[src/rtl/coarse_syn_pkg.sv]
// Shared definitions for the coarse sync header transmit sequencer.
// - Default timing: clocks per code slot, clocks per chip, chips per code.
// - CODE_LAST: the code number that ends every header. The receiver anchors on it.
// - Width constants for the code number, chip index, slot counter and chip counter.
// - FSM state enum.
// - norm_count(): maps a requested code count to the count actually sent.
package coarse_syn_pkg;

  localparam int SLOT_CLKS_DEFAULT      = 2600;
  localparam int CHIP_CLKS_DEFAULT      = 40;
  localparam int CHIPS_PER_CODE_DEFAULT = 32;

  localparam int CODE_NUM_W = 4;
  localparam int CHIP_IDX_W = 5;
  localparam int SLOT_CNT_W = 12;
  localparam int CHIP_CNT_W = 6;

  localparam logic [CODE_NUM_W-1:0] CODE_LAST = 4'd4;

  typedef enum logic [1:0] {
    IDLE = 2'd0,
    CODE = 2'd1,
    DONE = 2'd2
  } state_t;

  // Valid requests are 1..4. A request of 0 or above 4 sends the full
  // four-code header.
  function automatic logic [2:0] norm_count(input logic [2:0] req);
    if (req == 3'd0 || req > 3'd4) return 3'd4;
    return req;
  endfunction

endpackage

[src/rtl/coarse_chip_timer.sv]
// Slot and chip timing for one coarse sync code slot.
// A slot is CHIPS_PER_CODE chips of CHIP_CLKS clocks each, followed by a
// guard gap. The slot is SLOT_CLKS clocks long in total. Back-to-back slots
// follow with no gap for as long as run stays high.
//
// Ports:
//   logic_clk_in, logic_rst_in : clock, asynchronous active-high reset
//   clear        : forces every counter and output to zero for the next cycle
//   run          : the next cycle is a slot cycle
//                  (a first run cycle starts at slot offset 0)
//   chip_en      : registered, high during the chip portion of the slot
//   chip_strobe  : registered, one-cycle pulse on the first clock of each chip
//   chip_idx     : registered chip index; holds at the last chip through the guard
//   slot_last    : registered, high on the final clock of a slot
//   slot_cnt, chip_cnt : raw counters, exported for debug visibility
module coarse_chip_timer
  import coarse_syn_pkg::*;
#(
  parameter int SLOT_CLKS      = SLOT_CLKS_DEFAULT,
  parameter int CHIP_CLKS      = CHIP_CLKS_DEFAULT,
  parameter int CHIPS_PER_CODE = CHIPS_PER_CODE_DEFAULT
) (
  input  logic                  logic_clk_in,
  input  logic                  logic_rst_in,
  input  logic                  clear,
  input  logic                  run,
  output logic                  chip_en,
  output logic                  chip_strobe,
  output logic [CHIP_IDX_W-1:0] chip_idx,
  output logic                  slot_last,
  output logic [SLOT_CNT_W-1:0] slot_cnt,
  output logic [CHIP_CNT_W-1:0] chip_cnt
);

  localparam logic [SLOT_CNT_W-1:0] SLOT_LAST_VAL = SLOT_CNT_W'(SLOT_CLKS - 1);
  localparam logic [SLOT_CNT_W-1:0] CHIP_SPAN_VAL = SLOT_CNT_W'(CHIPS_PER_CODE * CHIP_CLKS);
  localparam logic [CHIP_CNT_W-1:0] CHIP_LAST_VAL = CHIP_CNT_W'(CHIP_CLKS - 1);

  // active: the previous cycle was a slot cycle.
  // When it is low, the next slot cycle starts at offset 0.
  logic                  active;
  logic [SLOT_CNT_W-1:0] slot_nxt;
  logic [CHIP_CNT_W-1:0] chip_cnt_nxt;
  logic [CHIP_IDX_W-1:0] chip_idx_nxt;
  logic                  chip_en_nxt;

  // Next-cycle position. The outputs are registered from these values, so
  // they line up with the counters in the same cycle.
  always_comb begin
    slot_nxt     = '0;
    chip_cnt_nxt = '0;
    chip_idx_nxt = '0;
    if (active && slot_cnt != SLOT_LAST_VAL) slot_nxt = slot_cnt + 1'b1;
    chip_en_nxt = (slot_nxt < CHIP_SPAN_VAL);
    if (slot_nxt != '0) begin
      if (chip_en_nxt) begin
        if (chip_cnt == CHIP_LAST_VAL) begin
          chip_cnt_nxt = '0;
          chip_idx_nxt = chip_idx + 1'b1;
        end else begin
          chip_cnt_nxt = chip_cnt + 1'b1;
          chip_idx_nxt = chip_idx;
        end
      end else begin
        // Guard gap: freeze on the last chip.
        chip_cnt_nxt = chip_cnt;
        chip_idx_nxt = chip_idx;
      end
    end
  end

  always_ff @(posedge logic_clk_in or posedge logic_rst_in) begin
    if (logic_rst_in) begin
      active      <= 1'b0;
      slot_cnt    <= '0;
      chip_cnt    <= '0;
      chip_idx    <= '0;
      chip_en     <= 1'b0;
      chip_strobe <= 1'b0;
      slot_last   <= 1'b0;
    end else if (clear || !run) begin
      active      <= 1'b0;
      slot_cnt    <= '0;
      chip_cnt    <= '0;
      chip_idx    <= '0;
      chip_en     <= 1'b0;
      chip_strobe <= 1'b0;
      slot_last   <= 1'b0;
    end else begin
      active      <= 1'b1;
      slot_cnt    <= slot_nxt;
      chip_cnt    <= chip_cnt_nxt;
      chip_idx    <= chip_idx_nxt;
      chip_en     <= chip_en_nxt;
      chip_strobe <= chip_en_nxt && (chip_cnt_nxt == '0);
      slot_last   <= (slot_nxt == SLOT_LAST_VAL);
    end
  end

endmodule

[src/rtl/coarse_syn_tx_sequencer.sv]
// Transmit-side coarse sync header sequencer.
// A start request sends N code slots (N = 1..4). The code numbers run from
// 5-N up to 4. A single-cycle sync_done pulse follows the last clock of
// code 4.
//
// Control handshake: tx_start_in is a level sampled only in IDLE. It is
// never queued. tx_abort_in is honoured only in CODE, where it takes
// priority over every slot transition. In IDLE, an abort that arrives
// together with a start suppresses that start. Every output is a flop,
// valid from the clock edge after the edge that samples the request.
//
// Ports:
//   logic_clk_in, logic_rst_in : 200 MHz clock, asynchronous active-high reset
//   tx_start_in, tx_abort_in   : header start / abort requests
//   code_count_in[2:0]         : number of codes to send (0 or >4 means 4)
//   code_num_out[3:0]          : current code number, 0 when not sending
//   chip_en_out, chip_strobe_out, chip_idx_out[4:0] : chip timing for the spreader
//   busy_out                   : high while sending codes
//   sync_done_out              : one-cycle pulse after the last clock of code 4
//   debug_signal[63:0]         : {32'0, state, latched N, code_num, slot_cnt, chip_cnt, chip_idx}
module coarse_syn_tx_sequencer
  import coarse_syn_pkg::*;
#(
  parameter int SLOT_CLKS      = SLOT_CLKS_DEFAULT,
  parameter int CHIP_CLKS      = CHIP_CLKS_DEFAULT,
  parameter int CHIPS_PER_CODE = CHIPS_PER_CODE_DEFAULT
) (
  input  logic                  logic_clk_in,
  input  logic                  logic_rst_in,
  input  logic                  tx_start_in,
  input  logic                  tx_abort_in,
  input  logic [2:0]            code_count_in,
  output logic [CODE_NUM_W-1:0] code_num_out,
  output logic                  chip_en_out,
  output logic                  chip_strobe_out,
  output logic [CHIP_IDX_W-1:0] chip_idx_out,
  output logic                  busy_out,
  output logic                  sync_done_out,
  output logic [63:0]           debug_signal
);

  if (CHIPS_PER_CODE * CHIP_CLKS > SLOT_CLKS) begin : g_bad_slot
    $fatal(1, "coarse_syn_tx_sequencer: chip portion exceeds slot length");
  end
  if (SLOT_CLKS > (1 << SLOT_CNT_W) || CHIP_CLKS > (1 << CHIP_CNT_W)) begin : g_bad_width
    $fatal(1, "coarse_syn_tx_sequencer: timing does not fit counter widths");
  end

  state_t                state, state_nxt;
  logic [2:0]            n_q, n_nxt;
  logic [CODE_NUM_W-1:0] code_num_nxt;
  logic                  timer_clear, timer_run, slot_last;
  logic [SLOT_CNT_W-1:0] slot_cnt;
  logic [CHIP_CNT_W-1:0] chip_cnt;

  always_comb begin
    state_nxt    = state;
    n_nxt        = n_q;
    code_num_nxt = code_num_out;
    timer_clear  = 1'b0;
    unique case (state)
      IDLE: begin
        if (tx_start_in && !tx_abort_in) begin
          n_nxt        = norm_count(code_count_in);
          code_num_nxt = CODE_LAST + 4'd1 - {1'b0, n_nxt};
          state_nxt    = CODE;
        end
      end
      CODE: begin
        if (tx_abort_in) begin
          timer_clear = 1'b1;
          state_nxt   = IDLE;
        end else if (slot_last) begin
          if (code_num_out == CODE_LAST) state_nxt = DONE;
          else code_num_nxt = code_num_out + 1'b1;
        end
      end
      DONE:    state_nxt = IDLE;
      default: state_nxt = IDLE;
    endcase
    timer_run = (state_nxt == CODE);
  end

  always_ff @(posedge logic_clk_in or posedge logic_rst_in) begin
    if (logic_rst_in) begin
      state         <= IDLE;
      n_q           <= '0;
      code_num_out  <= '0;
      busy_out      <= 1'b0;
      sync_done_out <= 1'b0;
    end else begin
      state         <= state_nxt;
      n_q           <= n_nxt;
      code_num_out  <= (state_nxt == CODE) ? code_num_nxt : '0;
      busy_out      <= (state_nxt == CODE);
      sync_done_out <= (state_nxt == DONE);
    end
  end

  coarse_chip_timer #(
    .SLOT_CLKS      (SLOT_CLKS),
    .CHIP_CLKS      (CHIP_CLKS),
    .CHIPS_PER_CODE (CHIPS_PER_CODE)
  ) u_chip_timer (
    .logic_clk_in (logic_clk_in),
    .logic_rst_in (logic_rst_in),
    .clear        (timer_clear),
    .run          (timer_run),
    .chip_en      (chip_en_out),
    .chip_strobe  (chip_strobe_out),
    .chip_idx     (chip_idx_out),
    .slot_last    (slot_last),
    .slot_cnt     (slot_cnt),
    .chip_cnt     (chip_cnt)
  );

  assign debug_signal = {32'd0, state, n_q, code_num_out, slot_cnt, chip_cnt, chip_idx_out};

endmodule

[config.mk]
export PLATFORM = sky130hd
export DESIGN_NAME = coarse_syn_tx_sequencer
export DESIGN_NICKNAME = d
export VERILOG_FILES = /design/src/rtl/coarse_syn_pkg.sv /design/src/rtl/coarse_chip_timer.sv /design/src/rtl/coarse_syn_tx_sequencer.sv
export SDC_FILE = /design/constraint.sdc
export NUM_CORES = 1
export LEC_CHECK = 0
export CORE_AREA = 2 2 59 117
export DETAILED_ROUTE_END_ITERATION = 7
export DIE_AREA = 0 0 61 119
export PLACE_DENSITY_LB_ADDON = 0.05
export SYNTH_ARGS = -nofsm -noshare
export SYNTH_HDL_FRONTEND = slang
export SYNTH_SLANG_ARGS = --single-unit
export TNS_END_PERCENT = 50
[constraint.sdc]
create_clock -name logic_clk_in -period 3 [get_ports logic_clk_in]
set_input_delay 0.45 -clock logic_clk_in [delete_from_list [all_inputs] [get_ports logic_clk_in]]
set_output_delay 0.45 -clock logic_clk_in [all_outputs]
set_load 0.02 [all_outputs]
==> flow_summary.json <==
{
  "status": "completed",
  "synthTopCellsByCount": "buf_4, dfrtp_1, nor2_1",
  "post-route-util_pct": 46.5,
  "h-tree-depth": 2,
  "crit_required_ns": 3.21,
  "wl_per_cell_microns": 12.7,
  "grt_pass1_vias": 1763,
  "ys_types": 50,
  "initial_core_util_pct": 38.4,
  "placementRows": 42,
  "drtIter0Drc": 60,
  "rsz0062_at_grt": "false",
  "post_dp_cell_area_sq_um": 2870,
  "synthDominantCellAreaShare_pct": 38.3,
  "syn-instance-count": 279,
  "max_clock_freq_mhz": 377,
  "fin_crit_sh_pct": 88.5,
  "portBuffers": 51,
  "end_kind": "flip-flop",
  "drc": 0,
  "gp_congestion": 0.817,
  "holdPathStages": 2,
  "antenna_found_initial": 0,
  "die_area_sq_um": 7260,
  "vias_per_cell": 4.73,
  "slew_violations": 0,
  "synth_edf_count": 0,
  "async_flop_share_pct": 100,
  "numCtsBuffers": 5,
  "overflow": 0,
  "cts_max_path_buffers": 2,
  "cp-start-kind": "flip-flop",
  "r2r_cells": 8,
  "peakVddDrop_mv": 0.320,
  "cts_root_buffer": "clkbuf_16",
  "fill_cells": 662,
  "clk_latency_ns": 0.28,
  "fin_skew_ns": 0.00240,
  "ioPinCount": 84,
  "cts_sinks": 38,
  "cellLeakagePower_nw": 1.24,
  "layout-drive-gt1-share_pct": 4.42,
  "synth_area_leader_cell": "dfrtp_1",
  "diodes": 0,
  "whs_endpoint": "n_q[2]",
  "cts_resized": 0,
  "cts_tree": "done",
  "design_area_sq_um": 3000,
  "reg2reg_to": "u_chip_timer.chip_strobe",
  "netlist_top_cells_area": "dfrtp_1, buf_4, nor2_1, xnor2_1, ha_1",
  "hpwl_microns": 3810,
  "cap_viol_max_count": 0,
  "drtAntennaViolNets": 0,
  "fp.coreArea_sq_um": 6460,
  "vias": 1917,
  "r2r_start": "u_chip_timer.slot_cnt[0]",
  "die_x_microns": 61,
  "syn_area_sq_um": 2480,
  "critPathKind": "flip-flop to flip-flop",
  "grt_first_pass_wirelength_microns": 8580,
  "synth_most_common_cell": "buf_4",
  "crit_path_max_fanout": 18,
  "drt_wl_total_microns": 5140,
  "final_nets": 331,
  "synth_seq_cells": 38,
  "rrSetupSlack_ns": 0.34,
  "avgSynthCellArea_sq_um": 8.90,
  "synth_flop_cell": "dfrtp_1",
  "setup_violations": 0,
  "clkTransAtPathRegs_ns": 0.05,
  "fin_crit_ns": 2.66,
  "cts.hold.buffers_added": 0,
  "hp-class": "flip-flop to flip-flop",
  "fp.dieH_microns": 119,
  "hp-start": "n_q[2]",
  "track_usage_pct": 15.5,
  "finalSetupTns_ns": 0,
  "yosysSeqAreaShare_pct": 38.3,
  "synthToLayoutAreaGrowth_pct": 21.0,
  "grt_max_degree": 39,
  "cts_setup_buffers": 0,
  "critPathArrivalTime_ns": 2.87,
  "max_slew_margin_pct": 66.0,
  "first_pass_iters": 4,
  "finalHoldViolCount": 0,
  "power.density_nw_per_um2": 411,
  "yosys_warnings": 0,
  "tightest_slew_ns": 0.508
}
worst max-delay path: stages, from the launching register on:
cell and delay, ns:
dfrtp_1 0.46, ha_1 0.32, nand3_1 0.19, nor4_2 0.38, mux2i_1 0.34, o22ai_4 0.21
nand4b_1 0.22, a221o_1 0.35, a21boi_2 0.13
logic make-up (layout without fill, tap and decap cells):
| kind of cell | Yosys count | count (layout) | share of synthesized area, % |
|---|---|---|---|
| adder cells (fa/ha/maj) | 7 | 7 | 3.53 |
| XOR/XNOR | 17 | 17 | 6.00 |
| AO/OA/AOI/OAI | 42 | 42 | 11.6 |
| other | 1 | 32 | 0.151 |
| buffers and inverters | 65 | 72 | 16.5 |
| AND/OR/NAND/NOR | 106 | 106 | 22.7 |
| multiplexers | 3 | 3 | 1.21 |
| flip-flops | 38 | 38 | 38.3 |
layout make-up:
type                    count  area [sq um]  area share (%)
multi-input cells         207          1240            41.3
flip-flops and latches     38           951            31.7
inverters                  12          45.0            1.50
repair buffers             53           526            17.5
clock buffers               7           133            4.42
well taps                  88           110            3.67
stage by stage:
stage / instances / worst slack (ns) / hold WS, ns / power (mW)
3_5_place_dp: 398 / 0.371 / 0.474 / 0.752
4_1_cts: 405 / 0.354 / 0.486 / 1.26
6_report: 405 / 0.345 / 0.481 / 1.23
5_1_grt: 405 / 0.129 / 0.514 / 1.30
2_1_floorplan: 310 / 0.542 / 0.515 / 0.714
3_3_place_gp: 398 / 0.448 / 0.465 / 0.750
layout by cell type (no fill, tap or decap), drive strengths merged, types with 2 or more instances in the layout:
cell type      count
clkbuf             7
o21bai             2
nor4               2
conb              32
xnor2             13
o21ai             12
nor2              31
and3               6
clkdlybuf4s50     51
or4b               3
a21boi             3
inv               12
ha                 7
nand4              3
xor2               4
o31ai              3
nor2b              2
nand3             12
a21oi             11
dfrtp             38
nand4b             4
nor3               8
nand2b             4
buf                2
mux2i              3
nand2             19
and4               2
and2               3
power breakdown:
| group | switching, mW | total [mW] | internal (mW) |
|---|---|---|---|
| sequential | 0.0155 | 0.547 | 0.532 |
| clock | 0.191 | 0.495 | 0.304 |
| combinational | 0.124 | 0.192 | 0.0683 |
sequential cells by signal, summed over array words and instances (netlist names):
register / flops
u_chip_timer.slot_cnt: 12
u_chip_timer.chip_cnt: 6
u_chip_timer.chip_idx: 5
code_num_out: 4
n_q: 3
state: 2
busy_out: 1
sync_done_out: 1
u_chip_timer.active: 1
u_chip_timer.chip_en: 1
u_chip_timer.chip_strobe: 1
u_chip_timer.slot_last: 1
worst max-delay path by stage:
stage	start	endpoint	slack, ns	depth (start not counted)
after floorplan	u_chip_timer.slot_cnt[0]	u_chip_timer.chip_strobe	0.54	8
after global placement	u_chip_timer.slot_cnt[0]	u_chip_timer.chip_strobe	0.45	8
after detailed placement	u_chip_timer.slot_cnt[0]	u_chip_timer.chip_cnt[3]	0.37	8
after CTS	u_chip_timer.slot_cnt[0]	u_chip_timer.chip_strobe	0.35	8
after global routing	u_chip_timer.slot_cnt[0]	u_chip_timer.chip_idx[2]	0.13	8
final	u_chip_timer.slot_cnt[0]	u_chip_timer.chip_strobe	0.34	8
per-layer routing:
layer	wire length, microns	share of wire, %	track usage (%)	vias up
met5	0	0	0	-
met4	116	2.3	7.34	0
met3	182	3.5	2.93	8
met2	2550	50	23.8	43
met1	2290	45	20.3	911
li1	-	-	-	955
Power figures use the tool's default switching activity.
